File: config.mk
export PLATFORM = sky130hd
export DESIGN_NAME = pipe_skid_register
export DESIGN_NICKNAME = d
export VERILOG_FILES = /design/src/rtl/pipe_skid_register.sv
export SDC_FILE = /design/constraint.sdc
export NUM_CORES = 1
export LEC_CHECK = 0
export ABC_CLOCK_PERIOD_IN_PS = 2500
export CAP_MARGIN = 20
export CELL_PAD_IN_SITES_DETAIL_PLACEMENT = 0
export CELL_PAD_IN_SITES_GLOBAL_PLACEMENT = 1
export CORE_MARGIN = 2
export CORE_UTILIZATION = 28
export CTS_BUF_LIST = sky130_fd_sc_hd__clkbuf_4
export DETAILED_ROUTE_END_ITERATION = 7
export PLACE_DENSITY_LB_ADDON = 0.1
export SYNTH_ARGS = -nofsm -noshare
export SYNTH_HDL_FRONTEND = slang
export SYNTH_SLANG_ARGS = --single-unit
File: constraint.sdc
create_clock -name clk -period 2.5 [get_ports clk]
set_clock_uncertainty 0.05 [all_clocks]
set_input_delay 0.375 -clock clk [delete_from_list [all_inputs] [get_ports clk]]
set_output_delay 0.375 -clock clk [all_outputs]
set_load 0.02 [all_outputs]
File: src/rtl/pipe_skid_register.sv
// pipe_skid_register: valid/ready pipeline stage with 2-entry skid buffer and synchronous flush.
// Define PIPE_SKID_STAT_EN to add the saturating upstream stall counter (stall_cnt).
module pipe_skid_register #(
  parameter int WIDTH = 150,
  parameter logic [WIDTH-1:0] RESET_VALUE = {WIDTH{1'b0}},
  parameter int CNT_WIDTH = 16
) (
  input  logic             clk,
  input  logic             areset,
  input  logic             flush,
  input  logic             in_valid,
  input  logic [WIDTH-1:0] in_data,
  output logic             in_ready,
  output logic             out_valid,
  output logic [WIDTH-1:0] out_data,
  input  logic             out_ready,
  output logic [1:0]       occupancy
`ifdef PIPE_SKID_STAT_EN
  ,
  output logic [CNT_WIDTH-1:0] stall_cnt
`endif
);
  logic [WIDTH-1:0] main_data, skid_data;
  logic main_valid, skid_valid, in_fire, out_fire;
  assign in_ready  = !skid_valid && areset;
  assign out_valid = main_valid;
  assign out_data  = main_data;
  assign occupancy = {1'b0, main_valid} + {1'b0, skid_valid};
  assign in_fire   = in_valid && in_ready;
  assign out_fire  = main_valid && out_ready;
  // skid_valid implies main_valid, so the three branches cover EMPTY, FULL and HALF
  always_ff @(posedge clk or negedge areset)
    if (!areset) begin
      main_valid <= 1'b0;
      skid_valid <= 1'b0;
      main_data  <= RESET_VALUE;
      skid_data  <= RESET_VALUE;
    end else if (flush) begin
      main_valid <= 1'b0;
      skid_valid <= 1'b0;
    end else if (!main_valid) begin
      if (in_fire) begin
        main_data  <= in_data;
        main_valid <= 1'b1;
      end
    end else if (skid_valid) begin
      if (out_fire) begin
        main_data  <= skid_data;
        skid_valid <= 1'b0;
      end
    end else if (in_fire && out_fire)
      main_data <= in_data;
    else if (in_fire) begin
      skid_data  <= in_data;
      skid_valid <= 1'b1;
    end else if (out_fire)
      main_valid <= 1'b0;
`ifdef PIPE_SKID_STAT_EN
  always_ff @(posedge clk or negedge areset)
    if (!areset)
      stall_cnt <= '0;
    else if (in_valid && !in_ready && stall_cnt != '1)
      stall_cnt <= stall_cnt + CNT_WIDTH'(1);
`endif
endmodule

==> flow_metrics.tcl <==
set metrics [dict create \
    p_int_mw 10.3 \
    synthSimpleGateAreaFrac 0.00366 \
    status "complete, no violations" \
    route.final.wire_length_um 33500 \
    p_leak_nw 7.97 \
    cts_max_path_buffers 3 \
    fmax_mhz 444 \
    dp_slack_ns 0.0298 \
    antenna_found_initial 9 \
    hold_viol 0 \
    synth-xor-area-share 0 \
    holdPathEnd "skid_data[79]$_DFFE_PN0P_" \
    syn2layout_area_growth_pct 38.4 \
    reg2reg_depth 6 \
    ys_warn_count 0 \
    critPathMaxFanout 6 \
    core_area_sq_um 45600 \
    synth-seq-cells 302 \
    setup_violations 0 \
    min_period_over_period 0.900 \
    dp_hpwl_um 21200 \
    clk_pin_slew_ns 0.07 \
    min_from "in_data[79]" \
    grt_pass1_vias 8908 \
    cts_buffers 90 \
    synth.area.mux_share 0.390 \
    min_path_cells 2 \
    first_pass_iters 4 \
    startpoint_type "register" \
    start_util 0.285 \
    dieArea_sq_um 48100 \
    via_per_inst 4.46 \
    num_io_pins 309 \
    drive_gt1_frac 0.484 \
    syn-num-nets 976 \
    postRouteAntennaNets 0 \
    worstPathArrival_ns 1.83 \
    grt_use_total 0.141 \
    yosys-top-cells-area "dfrtp_1 58%, mux2_2 38%, buf_2 1.5%, mux2_1 1.0%, buf_4 0.23%" \
    r2r-start "skid_valid$_DFFE_PN0P_" \
    power.share.clock 0.317 \
    slew_headroom 0.324 \
    swShare 0.289 \
    pwr-share-comb 0.248 \
    cts_root_buf "clkbuf_4" \
    num_vias 8258 \
    multi_input_area_sq_um 5200 \
    min_period_ns 2.25 \
    grt_max_degree 156 \
    synthAdderAreaFrac 0.00193 \
    filler_cell_count 4397 \
    die_w_um 219 \
    die_h_um 219 \
    syn_area_per_cell_sq_um 15.9 \
    synth-seq-area-share 0.582 \
    globalRoute.totalOverflow 0 \
    drv_slew 0 \
    critical_path_class "register to output pin" \
    design.final.nets 1350 \
    synth.cell_area_sq_um 13000 \
    drc 0 \
    holdCritPathClass "primary input to register" \
    synth_top_family_by_area "multiplexers" \
    rows 78 \
    final_area_sq_um 18000 \
    synth_top_area_frac 0.582 \
    synth_cell_types 18 \
    r2r_slack_ns 0.40 \
    whs_ns 0.182 \
    routedWlPerCell_um 18.1 \
    crit_chain "buf_4, ha_1, dlygate4sd2_1" \
    critPathRequiredTime_ns 2.08 \
    power_switching_mw 4.19 \
    vdd_drop_max_mv 0.432 \
    netlist_instances 819 \
    seq_area_sq_um 7560 \
    port_buffers 308 \
    gp_congestion 0.726 \
    worst_slack_ns 0.249 \
    drtIter0Drc 138 \
    instances_no_fill 1853 \
    reg2reg_to "out_data[45]$_DFFE_PN0P_" \
    htree_levels 3 \
    drv_cap 0 \
    cts_tree "done" \
    synth_compound_area_frac 0.00251 \
    rsz0062_at_grt "false" \
    final.setup.tns_ns 0 \
    worstMarginPinSlew_ns 1.01 \
    yosysTopAreaCell "dfrtp_1" \
    powerDensity_nw_per_um2 807 \
    numClockSinks 302 \
    cpPeakStageDelay_ns 0.38 \
    crit_path_end_kind "output pin" \
    grt_first_pass_wirelength_um 51800 \
    placed_area_sq_um 16900 \
    critPathSlowestCell "dfrtp_1" \
    clk_latency_ns 0.77 \
    dp.cells 1697 \
    pwr-share-seq 0.435 \
]
## worst max-delay path, delay by kind of cell (launching register included)
family | cells | cell delay [ns]
DFF | 1 | 0.38
adders and majority gates | 1 | 0.19
buffers and inverters | 2 | 0.48
## state kept, by name (all words and copies together), names as in the netlist
register    flops
skid_valid      1
out_valid       1
out_data      150
skid_data     150
## stage by stage
step,utilization,total power [mW]
6_report,0.394,14.5
3_3_place_gp,0.370,10.0
3_5_place_dp,0.370,10.1
5_1_grt,0.394,15.4
2_1_floorplan,-,8.11
4_1_cts,0.394,14.9
## worst max path at each step
stage,start,depth (start not counted),slack [ns],to
4_1_cts,skid_valid$_DFFE_PN0P_,5,0.005,occupancy[0]
5_1_grt,skid_valid$_DFFE_PN0P_,5,0.07,occupancy[0]
6_report,skid_valid$_DFFE_PN0P_,3,0.25,occupancy[1]
2_1_floorplan,out_valid$_DFF_PN0_,6,0.47,out_data[44]$_DFFE_PN0P_
3_5_place_dp,in_valid,5,0.03,out_data[92]$_DFFE_PN0P_
3_3_place_gp,in_valid,5,0.07,out_data[88]$_DFFE_PN0P_
## routing by layer
layer  vias up  track usage  share of wire
met4        12       0.0597          0.031
li1       3747            -              -
met5         -            0         0.0020
met1      4174        0.174           0.42
met3        81       0.0643          0.093
met2       244        0.214           0.45
## timing repair
| item | in CTS | in global routing |
|---|---|---|
| endpoints found under the hold margin | 155 | 0 |
| setup endpoints to repair | 4 | 1 |
| buffers inserted | 3 | 0 |
| gates resized for setup | 5 | 1 |
| hold buffers | 1 | 0 |
## cell usage after synthesis, drive strengths merged
| cell | count |
|---|---|
| nor2b | 1 |
| nand3b | 2 |
| o21ai | 2 |
| mux2 | 450 |
| a21oi | 2 |
| o211ai | 1 |
| nand3 | 1 |
| buf | 42 |
| nand2 | 3 |
| and2 | 1 |
| dfrtp | 302 |
| clkbuf | 6 |
| ha | 2 |
| inv | 3 |
| nor2 | 1 |
## kinds of logic (layout without fill, tap and decap cells)
family	count (synthesis)	count (layout)
AO/OA/AOI/OAI	5	5
adder cells (fa/ha/maj)	2	2
buffers and inverters	51	481
flip-flops	302	302
multiplexers	450	450
other	0	4
AND/OR/NAND/NOR	9	9
## cell type report
type,instances,share of cell area
Antenna cell,4,0.000557
Clock buffer,137,0.0572
Clock inverter,11,0.00230
Inverter,3,0.000626
Multi-Input combinational cell,466,0.289
Sequential cell,302,0.421
Tap cell,600,0.0418
Timing Repair Buffer,330,0.188
## power groups by stage
stage	logic (mW)	clock network [mW]	registers, mW
final	3.59	4.60	6.32
after global routing	3.82	5.16	6.45
after CTS	3.66	4.88	6.33
after detailed placement	3.64	0	6.41
after global placement	3.62	0	6.38
after floorplan	1.06	0	7.05
## cells in the final DEF (no fill, tap or decap)
| master | count |
|---|---|
| mux2_2 | 438 |
| clkdlybuf4s50_1 | 304 |
| dfrtp_1 | 301 |
| clkbuf_4 | 137 |
| mux2_1 | 12 |
| buf_4 | 11 |
| buf_12 | 10 |
| clkinv_1 | 9 |
| diode_2 | 4 |
| inv_1 | 3 |
| nand3b_1 | 2 |
| a21oi_1 | 2 |
| nand2_1 | 2 |
| ha_1 | 2 |
| inv_2 | 2 |
| dlygate4sd2_1 | 2 |
| nor2b_1 | 1 |
| o21ai_0 | 1 |
| nand2_4 | 1 |
| and2_1 | 1 |
| o21ai_1 | 1 |
| o211ai_4 | 1 |
| nor2_1 | 1 |
| nand3_4 | 1 |
| dlygate4sd3_1 | 1 |
| buf_8 | 1 |
| dfrtp_2 | 1 |
| clkbuf_2 | 1 |
No activity file was read; power rests on OpenSTA's default activity.
